## src/rtl/crc5_pkg.sv

```systemverilog
// rtl/crc5_pkg.sv - shared widths, generator, FSM state and reference remainder for the CRC-5 serializer
package crc5_pkg;

   localparam int MSG_W = 6;
   localparam int CRC_W = 5;
   localparam int FRAME = MSG_W + CRC_W;
   // Low-order coefficients of g(y)=1+y+y^3+y^5; the y^5 term is implicit.
   localparam logic [CRC_W-1:0] POLY = 5'b01011;

   typedef enum logic {
      IDLE  = 1'b0,
      SHIFT = 1'b1
   } state_e;

   // Remainder of msg(y)*y^CRC_W mod g(y), i.e. the systematic check bits.
   function automatic logic [CRC_W-1:0] crc5_ref(input logic [MSG_W-1:0] msg);
      logic [CRC_W-1:0] rem;
      logic             fb;
      rem = '0;
      for (int i = MSG_W - 1; i >= 0; i--) begin
         fb  = msg[i] ^ rem[CRC_W-1];
         rem = {rem[CRC_W-2:0], 1'b0} ^ (fb ? POLY : '0);
      end
      return rem;
   endfunction

endpackage

```

## src/rtl/crc5_serial_lfsr.sv

```systemverilog
// rtl/crc5_serial_lfsr.sv - bit-serial divider by g(y); state is zero after a valid codeword
module crc5_serial_lfsr
   import crc5_pkg::*;
(
   input  logic             clk,
   input  logic             reset,
   input  logic             clr,
   input  logic             en,
   input  logic             din,
   output logic [CRC_W-1:0] state
);

   logic [CRC_W-1:0] state_q, state_d;

   always_comb begin
      state_d = state_q;
      if (clr) begin
         state_d = '0;
      end else if (en) begin
         state_d = {state_q[CRC_W-2:0], din} ^ (state_q[CRC_W-1] ? POLY : '0);
      end
   end

   always_ff @(posedge clk or posedge reset) begin
      if (reset) begin
         state_q <= '0;
      end else begin
         state_q <= state_d;
      end
   end

   assign state = state_q;

endmodule

```

## src/rtl/crc5_codeword_serializer.sv

```systemverilog
// rtl/crc5_codeword_serializer.sv - serializes {msg, crc} MSB first; CRC5_SELFCHECK_EN adds crc_err
module crc5_codeword_serializer
   import crc5_pkg::*;
(
   input  logic             clk,
   input  logic             reset,
   input  logic [MSG_W-1:0] msg_in,
   input  logic [CRC_W-1:0] crc_in,
   input  logic             in_valid,
   output logic             in_ready,
   output logic             ser_out,
   output logic             ser_valid,
   input  logic             ser_ready,
   output logic             ser_last,
   output logic             busy
`ifdef CRC5_SELFCHECK_EN
   ,
   output logic             crc_err
`endif
);

   state_e           state_q, state_d;
   logic [FRAME-1:0] shreg_q, shreg_d;
   logic [3:0]       cnt_q, cnt_d;
   logic             last_w;
   logic             load_w;
   logic             xfer_w;

   assign last_w = (cnt_q == 4'(FRAME - 1));
   assign load_w = (state_q == IDLE) && in_valid;
   assign xfer_w = (state_q == SHIFT) && ser_ready;

   always_ff @(posedge clk or posedge reset) begin
      if (reset) begin
         state_q <= IDLE;
      end else begin
         state_q <= state_d;
      end
   end

   always_comb begin
      state_d = state_q;
      case (state_q)
         IDLE:    if (in_valid) state_d = SHIFT;
         SHIFT:   if (ser_ready && last_w) state_d = IDLE;
         default: state_d = IDLE;
      endcase
   end

   // Outputs depend on registered state only, never on in_valid.
   always_comb begin
      in_ready  = (state_q == IDLE);
      ser_valid = (state_q == SHIFT);
      busy      = (state_q == SHIFT);
      ser_out   = (state_q == SHIFT) && shreg_q[FRAME-1];
      ser_last  = (state_q == SHIFT) && last_w;
   end

   always_comb begin
      shreg_d = shreg_q;
      cnt_d   = cnt_q;
      if (load_w) begin
         shreg_d = {msg_in, crc_in};
         cnt_d   = '0;
      end else if (xfer_w) begin
         shreg_d = {shreg_q[FRAME-2:0], 1'b0};
         cnt_d   = last_w ? 4'd0 : cnt_q + 4'd1;
      end
   end

   always_ff @(posedge clk or posedge reset) begin
      if (reset) begin
         shreg_q <= '0;
         cnt_q   <= '0;
      end else begin
         shreg_q <= shreg_d;
         cnt_q   <= cnt_d;
      end
   end

`ifdef CRC5_SELFCHECK_EN
   logic [CRC_W-1:0] lfsr_state;
   logic             chk_pend_q;

   crc5_serial_lfsr u_lfsr (
      .clk   (clk),
      .reset (reset),
      .clr   (load_w),
      .en    (xfer_w),
      .din   (shreg_q[FRAME-1]),
      .state (lfsr_state)
   );

   // The divider settles on the edge of the last transfer; judge it the cycle after.
   always_ff @(posedge clk or posedge reset) begin
      if (reset) begin
         chk_pend_q <= 1'b0;
      end else begin
         chk_pend_q <= xfer_w && last_w;
      end
   end

   assign crc_err = chk_pend_q && (lfsr_state != '0);
`endif

endmodule

```

## config.mk

```make
export PLATFORM = sky130hd
export DESIGN_NAME = crc5_codeword_serializer
export DESIGN_NICKNAME = d
export VERILOG_FILES = /design/src/rtl/crc5_pkg.sv /design/src/rtl/crc5_serial_lfsr.sv /design/src/rtl/crc5_codeword_serializer.sv
export SDC_FILE = /design/constraint.sdc
export NUM_CORES = 1
export LEC_CHECK = 0
export CAP_MARGIN = 20
export CORE_MARGIN = 1
export CORE_UTILIZATION = 51
export CTS_BUF_LIST = sky130_fd_sc_hd__clkbuf_8 sky130_fd_sc_hd__clkbuf_16
export DETAILED_ROUTE_END_ITERATION = 8
export HOLD_SLACK_MARGIN = 0.05
export PLACE_DENSITY = 0.82
export SYNTH_ARGS = -nofsm -noshare
export SYNTH_HDL_FRONTEND = slang
export SYNTH_SLANG_ARGS = --single-unit
```

## constraint.sdc

```tcl
create_clock -name clk -period 3.2 [get_ports clk]
set_clock_uncertainty 0.1 [all_clocks]
set_input_delay 0.48 -clock clk [delete_from_list [all_inputs] [get_ports clk]]
set_output_delay 0.48 -clock clk [all_outputs]
set_load 0.02 [all_outputs]
```

==> results of run 1 <==
==> final cells by class <==
type / instances / area share
sequential: 16 / 0.3888
timing repair buffer: 19 / 0.1847
inverter: 3 / 0.01094
multi-input combinational: 55 / 0.3560
tap: 16 / 0.01944
clock buffer: 3 / 0.04010
==> sequential cells by signal, summed over array words and instances (netlist names) <==
signal and count:
cnt_q 4, shreg_q 11, busy 1
==> synth_stat cells <==
| cell type | count |
|---|---|
| o21bai_1 | 1 |
| a32oi_1 | 1 |
| dfrtp_1 | 16 |
| and3b_1 | 1 |
| mux2i_1 | 10 |
| mux2i_2 | 1 |
| o211ai_2 | 1 |
| a21oi_1 | 1 |
| buf_4 | 1 |
| o21ai_0 | 4 |
| nand3_1 | 1 |
| nand2b_1 | 1 |
| nor2b_2 | 1 |
| o31ai_1 | 1 |
| ha_1 | 2 |
| a21o_1 | 1 |
| or3_1 | 1 |
| nand2_2 | 1 |
| buf_2 | 2 |
| and2_1 | 2 |
| buf_6 | 1 |
| nand2_1 | 16 |
| or2_1 | 1 |
| buf_8 | 1 |
| o2bb2ai_1 | 1 |
| o21ai_1 | 6 |
| inv_1 | 3 |
==> worst max-delay path, cell delays in order, from the launching register on <==
cell and delay [ns]:
dfrtp_1 0.42, inv_1 0.08, ha_1 0.13, and3b_1 0.21
and2_1 0.13, clkdlybuf4s50_1 0.59
==> final timing paths <==
path,startpoint,endpoint
max in group asynchronous,reset,shreg_q[1]
setup / recovery,cnt_q[0],ser_last
setup reg to reg,busy,shreg_q[0]
min in group asynchronous,reset,shreg_q[5]
hold / removal,shreg_q[9],shreg_q[9]
hold reg to reg,shreg_q[9],shreg_q[9]
==> cell families (layout without fill, tap and decap cells) <==
family	after synthesis	after routing	synth area share
and+or+nand+nor	25	25	0.1461
AOI/OAI and AO/OA	17	17	0.1309
muxes	11	11	0.1385
DFF	16	16	0.4871
buffers and inverters	8	25	0.06697
adders and majority gates	2	2	0.03044
==> power groups by stage <==
stage	sequential, mW	combinational, mW	clock (mW)
6_report	0.341	0.225	0.148
3_5_place_dp	0.343	0.227	0
4_1_cts	0.340	0.229	0.152
3_3_place_gp	0.339	0.220	0
2_1_floorplan	0.324	0.176	0
5_1_grt	0.349	0.250	0.157
==> routing by layer <==
metal / vias up / routed length [um]
li1: 304 / -
met1: 277 / 644
met2: 14 / 649
met3: 4 / 57
met4: 0 / 40
met5: - / 0
==> flow_metrics.tcl, run 1 <==
set metrics [dict create \
    swShare 0.3268 \
    worstHoldPathCells 2 \
    grt_use_met1 0.2338 \
    path_class "register to output pin" \
    p_clk_frac 0.207 \
    insertedDiodeCount 0 \
    yosys-top-cells-area "dfrtp_1 49%, mux2i_1 12%, nand2_1 7.3%" \
    ios 20 \
    hold_ws_ns 0.3851 \
    routedWlPerCell_um 12.43 \
    dieWidth_um 42.15 \
    initial_core_util 0.5457 \
    grt_use_total 0.1841 \
    cts_root_buf "clkbuf_8" \
    yosys.area.top_type "dfrtp_1" \
    path_max_fanout 5 \
    drt_wl_total_mm 1.392 \
    power.internal_uw 480.7 \
    max_freq_mhz 417.6 \
    fin_crit_ns 2.394 \
    dpl_cell_area_um2 988.4 \
    post_synth_instance_area_um2 822.0 \
    drc_errors 0 \
    rsz0062_at_grt "no" \
    final_common_cell "clkdlybuf4s50_1" \
    synth.avg_cell_area_um2 10.41 \
    peakVddDrop_uv 423.0 \
    synth.distinct_cells 27 \
    outcome "completed" \
    grt_max_degree 22 \
    ys_warn_count 0 \
    area_growth_pct 25.27 \
    multiInputGateArea_um2 366.6 \
    antenna_found_initial 0 \
    io_buffers 19 \
    drt_iter0_markers 15 \
    max_slew_margin 0.5517 \
    dp_cells 109 \
    p_seq_frac 0.478 \
    synth_nets 96 \
    first_global_vias 560 \
    synth.top_cell.area_share 0.4871 \
    fin_cells 112 \
    drv_slew 0 \
    antenna_left 0 \
    cap_violations 0 \
    dp_slack_ns 1.062 \
    startpoint_type "register" \
    use_met2 0.2656 \
    cts_buffers 3 \
    clk_pin_slew_ns 0.06 \
    core_area_mm2 0.001506 \
    firstDrtPassIters 4 \
    fin_setup_tns_ns 0 \
    worstPathArrival_ns 1.81 \
    cp.required_ns 2.62 \
    grt.busiest_layer "met2" \
    finalWeightedCongestion 0.7472 \
    rows 14 \
    nets 115 \
    power_density_mw_per_mm2 693.4 \
    cts_max_level 1 \
    syn-instance-count 79 \
    n_fill_cell 125 \
    post_cts.repair.setup_buffers 0 \
    vias 599 \
    final_core_util 0.6836 \
    p_leak_nw 0.4769 \
    total_power_uw 714.0 \
    power.switching_uw 233.3 \
    reg2regPathDepth 3 \
    synth-seq-cells 16 \
    power_frac_comb 0.315 \
    finalSetupViolCount 0 \
    hold_class "register to register" \
    finalHoldViolCount 0 \
    grt_overflow 0 \
    fin_ws_ns 0.8056 \
    cts_resized 0 \
    worst_slew_pin_slew_ns 0.6694 \
    r2r_slack_ns 1.53 \
    stdcell_area_mm2 0.001030 \
    final_cell_mix "19 x clkdlybuf4s50_1, 16 x nand2_1, 16 x dfrtp_1" \
    die_h_um 42.15 \
    endpoint_kind "output pin" \
    hpwlAfterDp_um 972.3 \
    post-route-period-util 0.7483 \
    ys_seq_area_frac 0.4871 \
    drive_gt1_frac 0.07292 \
    holdBufCountCts 0 \
    viasPerCell 5.348 \
    cts_tree "done" \
    ff_latch_area_um2 400.4 \
    fp.dieArea_mm2 0.001776 \
    cts_sinks 16 \
    grt_use_met3 0.05172 \
    insertion_delay_ns 0.24 \
    grt_pass1_wl_mm 2.359 \
    clockBufferDepth 2 \
]
No activity file was read; power rests on OpenSTA's default activity.
==> inputs of run 2 (changes only) <==
Settings changed: CORE_UTILIZATION 51 to 47, PLACE_DENSITY 0.82 to 0.76.
Clock period 3.2 ns to 2.4 ns, I/O delays scaled along.
==> run 2 against run 1 <==
  * The run now ends with design-rule violations left
  * First-iteration DRC count rose by 13%
  * Power up 37%
  * Via count is 1.8% higher
  * Hold slack got worse by 0.014 ns
  * Sequential power grew 31%
  * Clock-buffer cell count grew 1
  * Core utilization shrank 1.7 points
  * Non-clock buffer count grew 1
  * Critical path type unchanged
==> flow_metrics.tcl, run 2 (same netlist as run 1, synthesis figures left out) <==
set metrics [dict create \
    cts_tree "done" \
    drv_slew 0 \
    clk_pin_slew_ns 0.06 \
    fin_setup_tns_ns 0 \
    finalSetupViolCount 0 \
    ios 20 \
    total_power_uw 978.1 \
    routedWlPerCell_um 11.47 \
    area_growth_pct 27.85 \
    grt_max_degree 17 \
    p_leak_nw 0.4895 \
    insertedDiodeCount 0 \
    final_common_cell "clkdlybuf4s50_1" \
    viasPerCell 5.351 \
    grt_overflow 0 \
    worst_slew_pin_slew_ns 0.5667 \
    outcome "complete, but fails checks" \
    core_area_mm2 0.001577 \
    post_cts.repair.setup_buffers 0 \
    r2r_end "cnt_q[3]" \
    first_global_vias 593 \
    drc_errors 2 \
    largest_reg_flops 11 \
    fin_ws_ns 0.1408 \
    reg2regPathDepth 3 \
    clockBufferDepth 2 \
    r2r_slack_ns 0.83 \
    startpoint_type "register" \
    cts_root_buf "clkbuf_8" \
    fp.dieArea_mm2 0.001920 \
    cap_violations 0 \
    final_core_util 0.6667 \
    endpoint_kind "output pin" \
    cts_buffers 3 \
    cts_sinks 16 \
    fin_crit_ns 2.259 \
    violations "design-rule violations" \
    power_density_mw_per_mm2 930.7 \
    finalHoldViolCount 0 \
    path_max_fanout 5 \
    finalWeightedCongestion 0.7974 \
    grt_pass1_wl_mm 2.366 \
    drt_iter0_markers 17 \
    dieWidth_um 43.82 \
    drive_gt1_frac 0.09184 \
    insertion_delay_ns 0.24 \
    antenna_left 0 \
    hold_class "primary input to async pin" \
    worstPathArrival_ns 1.80 \
    cts_max_level 1 \
    max_slew_margin 0.6218 \
    post-route-period-util 0.9413 \
    hpwlAfterDp_um 993.5 \
    die_h_um 43.82 \
    holdBufCountCts 0 \
    firstDrtPassIters 6 \
    peakVddDrop_uv 498.3 \
    path_class "register to output pin" \
    drt_wl_total_mm 1.308 \
    antenna_found_initial 0 \
    cts_resized 0 \
    r2r_start "busy" \
    io_buffers 19 \
    initial_core_util 0.5214 \
    regMostFlops "shreg_q" \
    rows 14 \
    cp.required_ns 1.94 \
    grt_use_total 0.1665 \
    vias 610 \
    nets 116 \
    max_freq_mhz 442.6 \
    rsz0062_at_grt "no" \
    hold_ws_ns 0.3712 \
    final_cell_mix "19 x clkdlybuf4s50_1, 16 x nand2_1, 16 x dfrtp_1" \
    dp_slack_ns 0.4087 \
]
-- run 2: how the worst max path moves through the flow --
stage / start / depth (start not counted) / to
final: cnt_q[0] / 5 / ser_last
after global routing: cnt_q[0] / 5 / ser_last
after CTS: cnt_q[0] / 5 / ser_last
after detailed placement: cnt_q[0] / 5 / ser_last
after global placement: cnt_q[0] / 5 / ser_last
after floorplan: cnt_q[0] / 4 / ser_last
-- run 2: area by class of cell --
| class | count | area (um^2) |
|---|---|---|
| multi-input combinational | 55 | 366.6 |
| tap | 16 | 20.02 |
| clock buffer | 4 | 55.05 |
| fill | 126 | 525.5 |
| sequential | 16 | 400.4 |
| inverter | 3 | 11.26 |
| timing repair buffer | 20 | 197.7 |
-- run 2: power breakdown --
group	internal (mW)	switching (mW)
Sequential	0.373	0.0738
Clock	0.145	0.0830
Combinational	0.159	0.145
Total	0.677	0.302
-- run 2: metrics by stage --
step	cells	area (um^2)
floorplan	79	822.0
global placement	110	996.0
detailed placement	110	996.0
CTS	114	1051
global route	114	1051
finish	114	1051
-- run 2: layer usage --
| layer | vias to the layer above | global-route usage | wire length (um) |
|---|---|---|---|
| li1 | 304 | - | - |
| met2 | 13 | 0.2925 | 654 |
| met3 | 2 | 0.02500 | 38 |
| met4 | 0 | 0.07500 | 14 |
| met1 | 291 | 0.2000 | 601 |
| met5 | - | 0 | 0 |
-- run 2: critical path: stages (launching register included) --
cell and delay (ns):
dfrtp_1 0.42, inv_1 0.07, ha_1 0.13, and3b_1 0.21
and2_1 0.14, clkdlybuf4s50_1 0.60
